===== src/rtl/fpa_pipe.sv =====
// fpa_pipe: three-stage pipelined IEEE-754-style adder/subtractor.
//
// Stage 1 unpacks and classifies both operands, applies the subtract opcode,
// orders them by magnitude, aligns the smaller mantissa (keeping guard,
// round and sticky bits) and resolves NaN/Inf/zero-zero cases into a bypass
// result. Stage 2 does the effective add/subtract and normalises. Stage 3
// rounds, packs and raises flags into the output registers.
//
// Ports:
//   clk, rst              rising-edge clock, synchronous active-high reset
//   in_valid / in_ready   input handshake (number_A, number_B, op_sub,
//                         rnd_mode, tag_in)
//   out_valid / out_ready output handshake (number_out, tag_out, flags)
//   flags                 {invalid, overflow, inexact}
//
// Handshake: a transfer happens on a side when its valid and ready are both
// high at a rising edge. The whole pipe moves together on adv = ~out_valid |
// out_ready; in_ready equals adv. When adv is low every stage holds, so the
// output bundle stays stable until it is taken. Empty slots (bubbles) move
// with the pipe but never raise out_valid.
module fpa_pipe #(
    parameter int EXP_SIZE    = 8,
    parameter int MANTIS_SIZE = 23,
    parameter int TAG_WIDTH   = 4
) (
    input  logic                              clk,
    input  logic                              rst,
    input  logic                              in_valid,
    output logic                              in_ready,
    input  logic [EXP_SIZE+MANTIS_SIZE:0]     number_A,
    input  logic [EXP_SIZE+MANTIS_SIZE:0]     number_B,
    input  logic                              op_sub,
    input  logic                              rnd_mode,
    input  logic [TAG_WIDTH-1:0]              tag_in,
    output logic                              out_valid,
    input  logic                              out_ready,
    output logic [EXP_SIZE+MANTIS_SIZE:0]     number_out,
    output logic [TAG_WIDTH-1:0]              tag_out,
    output logic [2:0]                        flags
);
    localparam int E   = EXP_SIZE;
    localparam int M   = MANTIS_SIZE;
    localparam int W   = 1 + E + M;
    localparam int MW  = M + 4;            // hidden + fraction + G,R,S
    localparam int EW  = E + 1;            // exponent with carry headroom
    localparam int LZW = $clog2(MW + 1);

    localparam logic [W-1:0] QNAN = {1'b0, {E{1'b1}}, 1'b1, {(M-1){1'b0}}};

    logic adv;
    assign adv      = ~out_valid | out_ready;
    assign in_ready = adv;

    // ------------------------------------------------------------------
    // Stage 1: unpack, classify, order, align, resolve specials
    // ------------------------------------------------------------------
    logic         sa, sb;
    logic [E-1:0] ea, eb;
    logic [M-1:0] fa, fb;
    logic         nan_a, nan_b, inf_a, inf_b, zero_a, zero_b;

    assign sa = number_A[W-1];
    assign sb = number_B[W-1] ^ op_sub;
    assign ea = number_A[W-2:M];
    assign eb = number_B[W-2:M];
    assign fa = number_A[M-1:0];
    assign fb = number_B[M-1:0];

    assign nan_a  = (&ea) & (|fa);
    assign nan_b  = (&eb) & (|fb);
    assign inf_a  = (&ea) & ~(|fa);
    assign inf_b  = (&eb) & ~(|fb);
    assign zero_a = ~(|ea) & ~(|fa);
    assign zero_b = ~(|eb) & ~(|fb);

    logic          g_sign;
    logic [E-1:0]  g_exp, s_exp, exp_diff;
    logic [M:0]    g_man, s_man;
    logic [MW-1:0] small_ext, shifted, lost_mask, aligned;
    logic          bypass_d;
    logic [W-1:0]  bypass_val_d;
    logic [2:0]    bypass_flags_d;

    always_comb begin
        // Subnormals behave as exponent 1 with a zero hidden bit.
        if (number_A[W-2:0] >= number_B[W-2:0]) begin
            g_sign = sa;
            g_exp  = (|ea) ? ea : E'(1);
            g_man  = {|ea, fa};
            s_exp  = (|eb) ? eb : E'(1);
            s_man  = {|eb, fb};
        end else begin
            g_sign = sb;
            g_exp  = (|eb) ? eb : E'(1);
            g_man  = {|eb, fb};
            s_exp  = (|ea) ? ea : E'(1);
            s_man  = {|ea, fa};
        end
        exp_diff  = g_exp - s_exp;
        small_ext = {s_man, 3'b000};
        shifted   = '0;
        lost_mask = '0;
        if (int'(exp_diff) >= MW) begin
            // Everything falls below the round bit: only stickiness survives.
            aligned = {{(MW-1){1'b0}}, |s_man};
        end else begin
            shifted   = small_ext >> exp_diff;
            lost_mask = (MW'(1) << exp_diff) - MW'(1);
            aligned   = {shifted[MW-1:1], shifted[0] | (|(small_ext & lost_mask))};
        end

        bypass_d       = 1'b1;
        bypass_val_d   = '0;
        bypass_flags_d = 3'b000;
        if (nan_a | nan_b) begin
            bypass_val_d   = QNAN;
            // A NaN with a clear fraction MSB is signalling.
            bypass_flags_d = {(nan_a & ~fa[M-1]) | (nan_b & ~fb[M-1]), 2'b00};
        end else if (inf_a & inf_b & (sa != sb)) begin
            bypass_val_d   = QNAN;
            bypass_flags_d = 3'b100;
        end else if (inf_a) begin
            bypass_val_d = {sa, {E{1'b1}}, {M{1'b0}}};
        end else if (inf_b) begin
            bypass_val_d = {sb, {E{1'b1}}, {M{1'b0}}};
        end else if (zero_a & zero_b) begin
            // Only (-0)+(-0) keeps the negative sign.
            bypass_val_d = {sa & sb, {(W-1){1'b0}}};
        end else begin
            bypass_d = 1'b0;
        end
    end

    logic                 s1_valid, s1_rnd, s1_sign, s1_eff_sub, s1_bypass;
    logic [TAG_WIDTH-1:0] s1_tag;
    logic [E-1:0]         s1_exp;
    logic [MW-1:0]        s1_man_g, s1_man_s;
    logic [W-1:0]         s1_bypass_val;
    logic [2:0]           s1_bypass_flags;

    // ------------------------------------------------------------------
    // Stage 2: effective add/subtract and normalisation
    // ------------------------------------------------------------------
    logic [MW:0]    sum;
    logic [EW-1:0]  exp_w, limit, sh, exp2_d;
    logic [MW-1:0]  man2_d;
    logic [LZW-1:0] lz;
    logic           sign2_d;

    always_comb begin
        // Operands are ordered by magnitude, so subtraction never borrows.
        if (s1_eff_sub) sum = {1'b0, s1_man_g} - {1'b0, s1_man_s};
        else            sum = {1'b0, s1_man_g} + {1'b0, s1_man_s};
        exp_w = {1'b0, s1_exp};

        lz = LZW'(MW);
        for (int i = 0; i < MW; i++) begin
            if (sum[i]) lz = LZW'(MW - 1 - i);
        end

        limit = exp_w - EW'(1);
        sh    = '0;
        if (sum[MW]) begin
            man2_d = {sum[MW:2], sum[1] | sum[0]};
            exp2_d = exp_w + EW'(1);
        end else begin
            // Never shift the exponent below 1; the result stays subnormal.
            sh     = (EW'(lz) > limit) ? limit : EW'(lz);
            man2_d = sum[MW-1:0] << sh;
            exp2_d = exp_w - sh;
        end
        // Exact cancellation of nonzero operands yields +0.
        sign2_d = (sum == '0) ? 1'b0 : s1_sign;
    end

    logic                 s2_valid, s2_rnd, s2_sign, s2_bypass;
    logic [TAG_WIDTH-1:0] s2_tag;
    logic [EW-1:0]        s2_exp;
    logic [MW-1:0]        s2_man;
    logic [W-1:0]         s2_bypass_val;
    logic [2:0]           s2_bypass_flags;

    // ------------------------------------------------------------------
    // Stage 3: round, pack, flags
    // ------------------------------------------------------------------
    logic          g_bit, r_bit, st_bit, round_up, inexact, hidden;
    logic [M+1:0]  rounded;
    logic [EW-1:0] exp_r;
    logic [M-1:0]  frac_r;
    logic [W-1:0]  result_d;
    logic [2:0]    flags_d;

    always_comb begin
        g_bit    = s2_man[2];
        r_bit    = s2_man[1];
        st_bit   = s2_man[0];
        inexact  = g_bit | r_bit | st_bit;
        round_up = ~s2_rnd & g_bit & (r_bit | st_bit | s2_man[3]);
        rounded  = {1'b0, s2_man[MW-1:3]} + {{(M+1){1'b0}}, round_up};
        if (rounded[M+1]) begin
            exp_r  = s2_exp + EW'(1);
            frac_r = rounded[M:1];
            hidden = 1'b1;
        end else begin
            exp_r  = s2_exp;
            frac_r = rounded[M-1:0];
            hidden = rounded[M];
        end

        if (s2_bypass) begin
            result_d = s2_bypass_val;
            flags_d  = s2_bypass_flags;
        end else if (exp_r >= {1'b0, {E{1'b1}}}) begin
            flags_d = 3'b011;
            if (s2_rnd) result_d = {s2_sign, {(E-1){1'b1}}, 1'b0, {M{1'b1}}};
            else        result_d = {s2_sign, {E{1'b1}}, {M{1'b0}}};
        end else begin
            // A clear hidden bit means the value is subnormal (or zero).
            result_d = {s2_sign, hidden ? exp_r[E-1:0] : {E{1'b0}}, frac_r};
            flags_d  = {2'b00, inexact};
        end
    end

    // ------------------------------------------------------------------
    // Pipeline registers
    // ------------------------------------------------------------------
    always_ff @(posedge clk) begin
        if (rst) begin
            s1_valid   <= 1'b0;
            s2_valid   <= 1'b0;
            out_valid  <= 1'b0;
            number_out <= '0;
            tag_out    <= '0;
            flags      <= '0;
        end else if (adv) begin
            s1_valid        <= in_valid;
            s1_tag          <= tag_in;
            s1_rnd          <= rnd_mode;
            s1_sign         <= g_sign;
            s1_eff_sub      <= sa ^ sb;
            s1_exp          <= g_exp;
            s1_man_g        <= {g_man, 3'b000};
            s1_man_s        <= aligned;
            s1_bypass       <= bypass_d;
            s1_bypass_val   <= bypass_val_d;
            s1_bypass_flags <= bypass_flags_d;

            s2_valid        <= s1_valid;
            s2_tag          <= s1_tag;
            s2_rnd          <= s1_rnd;
            s2_sign         <= sign2_d;
            s2_exp          <= exp2_d;
            s2_man          <= man2_d;
            s2_bypass       <= s1_bypass;
            s2_bypass_val   <= s1_bypass_val;
            s2_bypass_flags <= s1_bypass_flags;

            out_valid       <= s2_valid;
            number_out      <= result_d;
            tag_out         <= s2_tag;
            flags           <= flags_d;
        end
    end

endmodule


===== config.mk =====
export PLATFORM = sky130hd
export DESIGN_NAME = fpa_pipe
export DESIGN_NICKNAME = d
export VERILOG_FILES = /design/src/rtl/fpa_pipe.sv
export SDC_FILE = /design/constraint.sdc
export NUM_CORES = 1
export LEC_CHECK = 0
export ABC_AREA = 0
export BUFFER_PORTS_ARGS = -buffer_cell sky130_fd_sc_hd__buf_2
export CAP_MARGIN = 40
export CORE_ASPECT_RATIO = 0.5
export CORE_MARGIN = 3
export CORE_UTILIZATION = 60
export CTS_CLUSTER_DIAMETER = 150
export DETAILED_ROUTE_END_ITERATION = 10
export HOLD_SLACK_MARGIN = 0.12
export PLACE_DENSITY = 0.81
export SLEW_MARGIN = 5
export SYNTH_ARGS = -nofsm -noshare
export SYNTH_HDL_FRONTEND = slang
export SYNTH_SLANG_ARGS = --single-unit

===== constraint.sdc =====
create_clock -name clk -period 22 [get_ports clk]
set_clock_uncertainty 0.2 [all_clocks]
set_input_delay 3.3 -clock clk [delete_from_list [all_inputs] [get_ports clk]]
set_output_delay 3.3 -clock clk [all_outputs]
set_load 0.02 [all_outputs]

==> results of run 1 <==
[cell usage after synthesis (all sizes together) (6+ instances only)]
cell type  instances
a21oi            136
o221ai            10
mux2i            102
a211o              7
a22oi             12
nor3              57
and3              17
o22ai             22
mux2              45
edfxtp           118
ha               106
xnor2             46
and4               6
o211ai            22
nand2b            17
a21o              29
inv              107
nor4              22
xor2              27
a2111oi            6
dfxtp             42
o21bai             7
or4                6
nor2             152
nand2            190
or2               11
buf               49
or3               10
mux4               9
nor2b             19
a31oi             25
a211oi            35
o311ai             8
a32oi              6
nand4             43
o21ai            114
clkbuf            52
nand3             49
o31ai             13
o21a              16
and2              11
[worst max-delay path: cells and delay by family]
kind	cells	cell delay (ps)
compound gates	13	3070
fa+ha+maj	3	950
buf+inv	5	900
mux	1	260
simple gates	7	1470
[per-stage QoR]
step | hold WS, ps | total power (uW) | setup WS (ps) | instance area [sq um] | std cells
2_1_floorplan | 200 | 1080 | 11860 | 15700 | 1863
3_3_place_gp | 201 | 1280 | 11980 | 16400 | 2243
3_5_place_dp | 205 | 1290 | 11720 | 16500 | 2247
4_1_cts | 223 | 1600 | 12190 | 17100 | 2279
5_1_grt | 231 | 1710 | 11580 | 17100 | 2279
6_report | 221 | 1620 | 12010 | 17100 | 2279
[registers in the layout, indices dropped and copies added (netlist names)]
signal and flops:
number_out 32, s1_rnd 1, s2_man 27, s2_sign 1, s1_tag 4, s1_eff_sub 1
s1_valid 1, s1_man_s 27, s2_tag 4, s1_bypass_flags 1, s1_bypass 1, tag_out 4
s1_sign 1, s2_valid 1, s2_rnd 1, s2_exp 9, s1_bypass_val 3, flags 3
s1_man_g 24, s2_bypass_flags 1, s2_bypass 1, out_valid 1, s1_exp 8, s2_bypass_val 3
[kinds of logic after synthesis]
family | count (synthesis) | share of synthesized area, %
fa+ha+maj | 109 | 8.82
simple gates | 624 | 19.1
mux | 156 | 11.0
buf+inv | 210 | 5.58
xor+xnor | 73 | 4.12
flops | 160 | 27.9
compound gates | 531 | 23.4
[final timing paths]
path,start,end,slack (ps),depth (start not counted)
hold reg to reg,s1_bypass,s2_bypass,220,0
hold / removal,s1_bypass,s2_bypass,220,0
setup / recovery,number_B[8],s1_man_s[0],12010,29
setup reg to reg,s1_man_s[0],s2_exp[8],12410,33
[layout by cell type (no fill, tap or decap), types with 7 or more instances in the layout]
master / count
a211o_1: 7
a211oi_1: 33
a21o_1: 29
a21oi_1: 135
a22oi_1: 11
a31oi_1: 22
and2_1: 11
and3_1: 17
buf_2: 114
buf_4: 25
clkbuf_16: 18
dfxtp_1: 42
edfxtp_1: 118
ha_1: 106
inv_1: 104
mux2_2: 45
mux2i_1: 101
mux4_2: 9
nand2_1: 190
nand2b_1: 17
nand3_1: 49
nand4_1: 43
nor2_1: 151
nor2b_1: 19
nor3_1: 53
nor4_1: 21
o211ai_1: 21
o21a_1: 16
o21ai_0: 103
o21ai_1: 8
o21bai_1: 7
o221ai_1: 8
o22ai_1: 21
o31ai_1: 11
or2_2: 10
or3_1: 10
xnor2_1: 44
xor2_1: 27
[per-layer routing]
layer  wire, um  part of all wire, %  GRT usage [%]  vias up
met1      20700                   44           44.9     7001
met4       1700                  3.6           13.0        0
met5          0                    0              0        -
met2      20400                   43           50.3      774
li1           -                    -              -     7078
met3       4100                  8.7           5.06      128
[cell type report]
type | instances | area [sq um] | area share (%)
Timing Repair Buffer | 141 | 806 | 4.71
Clock inverter | 14 | 159 | 0.928
Sequential cell | 160 | 4380 | 25.6
Clock buffer | 18 | 450 | 2.63
Tap cell | 344 | 430 | 2.51
Inverter | 109 | 412 | 2.40
Multi-Input combinational cell | 1493 | 10500 | 61.2
[power by group]
group | switching, uW | total (uW) | internal [uW]
logic | 562 | 887 | 325
registers | 42.3 | 437 | 395
clock network | 141 | 300 | 159
==> metrics.md, run 1 <==
| Metric | Value |
|---|---|
| Die Height | `between 100 and 150 um` |
| DP HPWL | `35.8 mm` |
| Worst EP required | `22000 ps` |
| Post-Synthesis Cells | `1863` |
| Yosys top cell area share | `22.6%` |
| Fin crit share | `a little under half` |
| First-pass GRT wire length | `73.3 mm` |
| GR Overflow Total | `0` |
| Leakage | `0.00696 uW` |
| Clock buffer count from CTS | `17` |
| Setup violations, final | `0` |
| Min-delay worst type | `reg -> reg` |
| Post-synth top area cell | `edfxtp_1` |
| WL final | `46.9 mm` |
| Ant diodes | `0` |
| #FFs+latches synth | `160` |
| Clk buf depth | `2` |
| Final Max Slew Viols | `0` |
| Period minus WS final | `about 10000 ps` |
| Count of warnings emitted by yosys | `0` |
| DRC viols | `0` |
| Synthesized area | `0.0157 sq mm` |
| Routed Antenna Nets | `0` |
| Async set-reset flop share out of synthesis | `0%` |
| Vias in the first global route | `13.6k` |
| WL/cell | `20.6 um` |
| Clk pin slew, worst setup/hold paths | `around 70 ps` |
| Die W | `235 um` |
| Register area share after synthesis | `27.9%` |
| Post-layout util | `between 60% and 70%` |
| Max-slew headroom | `34.9%` |
| VDD IR-drop max | `0.0000665 V` |
| Vias | `15.0k` |
| Largest net degree at the start of global routing | `73` |
| Worst EP arrival | `9990 ps` |
| Total core area | `0.0255 sq mm` |
| Main synth FF type | `edfxtp_1` |
| Syn Area/Cell | `about 8.4 sq um` |
| Synth-to-Final Area Change | `8.98%` |
| Crit path largest cell delay | `around 540 ps` |
| Postcts setup bufs | `0` |
| CP max FO | `43` |
| Share of cells above drive strength 1 | `14.8%` |
| Max cap viols | `0` |
| Area contributors post-synth | `edfxtp_1 23%, ha_1 8.4%, mux2i_1 6.5%` |
| Slew at the pin closest to its max-slew limit | `974 ps` |
| Final #Nets | `2105` |
| Worst skew pair latency | `450 ps` |
| Startpoint type of the worst setup path | `primary input` |
| I/O pin count | `115` |
| Most used cell, CP | `a21o_1` |
| Clock Tree Root | `clkbuf_16` |
| EDFF count, synth | `118` |
| DR pass1 iterations | `6` |
| Initial antenna violation count | `0` |
| Initial Util | `just over 60%` |
| Critical-path top delay cell | `a2111oi_0` |
| Post-CTS sizing | `0` |
| PwrDens | `94.8 mW/mm^2` |
| Distinct cells, synth | `108` |
| Count of hold buffers inserted by post-cts repair | `0` |
| Status | `completed` |
| Global Route Usage Sum | `32.2%` |
| Die area | `0.0283 sq mm` |
| RSZ-0062 raised after global routing | `false` |
| RePlAce Congestion | `0.993` |
| TritonCTS clock tree | `yes` |
| Synth Net Count | `about 2.0k` |
| Port Buffers | `roughly 110` |
| DRT iter0 DRCs | `1991` |
| H-tree levels | `4` |
| Max Fclk | `between 100 and 150 MHz` |
| Sinks on Clock Net | `160` |
| # rows | `41` |
| Worst Path Class, Setup | `in -> reg` |
| Final TNS setup | `0 ps` |
| Layout fillers | `2130` |
| Final hold vios | `0` |
| Via density | `6.57` |
| Setup crit end kind | `flop` |
No activity file was read; power rests on OpenSTA's default activity.
==> run 2, diff against run 1 <==
Clock period 22 ns to 9.25 ns, I/O delays scaled along.
==> metrics.md, run 2 (synthesis gave the netlist of run 1 again) <==
| Metric | Value |
|---|---|
| Status | `completed` |
| DRT iter0 DRCs | `2112` |
| RePlAce Congestion | `1.06` |
| Share of cells above drive strength 1 | `about 15%` |
| Largest net degree at the start of global routing | `73` |
| Reg2reg path depth | `32` |
| Critical-path top delay cell | `xor2_1` |
| Final TNS setup | `0 ps` |
| R2R Path End | `s2_exp[8]` |
| Final hold vios | `0` |
| Clk buf depth | `2` |
| Worst skew pair latency | `460 ps` |
| Final Max Slew Viols | `0` |
| Port Buffers | `114` |
| H-tree levels | `4` |
| Die Height | `around 120 um` |
| Setup violations, final | `0` |
| Max-slew headroom | `34.8%` |
| CP max FO | `14` |
| Layout fillers | `roughly 2.1k` |
| Postcts setup bufs | `0` |
| Worst EP arrival | `roughly 8400 ps` |
| Period minus WS final | `8400 ps` |
| Ant diodes | `0` |
| Clk pin slew, worst setup/hold paths | `70 ps` |
| TritonCTS clock tree | `yes` |
| Initial antenna violation count | `1` |
| WL final | `47.7 mm` |
| RSZ-0062 raised after global routing | `false` |
| # rows | `41` |
| Hold path depth | `0` |
| Startpoint type of the worst setup path | `flop` |
| DR pass1 iterations | `7` |
| R2R setup slack | `850 ps` |
| Total core area | `around 0.025 sq mm` |
| Vias | `15.2k` |
| First-pass GRT wire length | `75.4 mm` |
| Dpl cells | `2261` |
| Routed Antenna Nets | `0` |
| Sinks on Clock Net | `160` |
| WHS Endpoint | `s2_bypass` |
| Post-CTS sizing | `0` |
| Final #Nets | `2119` |
| Hold_sp | `s1_bypass` |
| Worst Path Class, Setup | `reg -> reg` |
| Largest Register | `number_out` |
| WHS | `221 ps` |
| Most frequent cells in the layout | `190 x nand2_1, 151 x nor2_1, 135 x a21oi_1` |
| Vias in the first global route | `13.9k` |
| Die W | `235 um` |
| Slew at the pin closest to its max-slew limit | `roughly 1000 ps` |
| I/O pin count | `115` |
| Top flop regs | `number_out x32, s1_man_s x27, s2_man x27` |
| Worst EP required | `around 9200 ps` |
| VDD IR-drop max | `0.000169 V` |
| DP HPWL | `37.1 mm` |
| Setup crit end kind | `flop` |
| DRC viols | `0` |
| Global Route Usage Sum | `33.2%` |
| Clock buffer count from CTS | `17` |
| Post-layout util | `67.5%` |
| Most common cell after layout, fill and taps aside | `nand2_1` |
| Min-delay worst type | `reg -> reg` |
| Fin crit share | `about nine tenths` |
| GR Overflow Total | `0` |
| PwrDens | `226 mW/mm^2` |
| Max Fclk | `119 MHz` |
| Count of hold buffers inserted by post-cts repair | `0` |
| RR Startpoint | `s1_man_g[4]` |
| WL/cell | `20.8 um` |
| Finished Layout Cells | `2293` |
| Crit path largest cell delay | `520 ps` |
| Via density | `6.64` |
| Die area | `0.0283 sq mm` |
| Synth-to-Final Area Change | `9.57%` |
| Clock Tree Root | `clkbuf_16` |
| Initial Util | `61.6%` |
| Max reg flops | `32` |
| Max cap viols | `0` |
| Leakage | `0.00702 uW` |
-- run 2: per-stage QoR --
step           power, uW  setup WS (ps)  cell area (sq um)
3_3_place_gp        3090            895              16600
2_1_floorplan       2570           1020              15700
6_report            3900            852              17200
4_1_cts             3840           1010              17200
3_5_place_dp        3110            825              16600
5_1_grt             4120            319              17200
-- run 2: layer usage --
layer  up-vias  part of all wire [%]  GRT usage, %
li1       7124                     -             -
met4         2                   3.4          13.2
met5         -                 0.042             0
met2       830                    44          52.0
met1      7131                    43          46.2
met3       140                   9.3          5.29
-- run 2: worst max-delay path: cells and delay by family, from the launching register on --
kind | cells | cell delay (ps)
buffers and inverters | 3 | 390
AO/OA/AOI/OAI | 19 | 4210
adder cells (fa/ha/maj) | 4 | 1510
AND/OR/NAND/NOR | 4 | 780
flip-flops | 1 | 430
XOR/XNOR | 2 | 640
-- run 2: power by group --
group / total (uW) / switching [uW] / leakage (uW) / internal (uW)
clock: 715 / 348 / 0.000295 / 366
combinational: 2150 / 1360 / 0.00521 / 787
sequential: 1040 / 99.7 / 0.00152 / 938
-- run 2: layout make-up --
class	instances	area [sq um]	share of cell area (%)
clock buffers	17	425	2.47
inverters	109	412	2.39
clock inverters	15	184	1.07
repair buffers	155	898	5.22
flip-flops and latches	160	4380	25.5
multi-input cells	1493	10500	60.9
well taps	344	430	2.50
-- run 2: worst max-delay path by stage --
stage,to,depth (start not counted),start
final,s2_exp[8],32,s1_man_g[4]
after global routing,s2_exp[8],32,s1_man_g[4]
after CTS,s2_exp[8],32,s1_man_g[4]
after detailed placement,s1_man_s[0],29,number_B[8]
after global placement,s1_man_s[0],29,number_B[8]
after floorplan,s1_man_s[0],29,number_B[17]
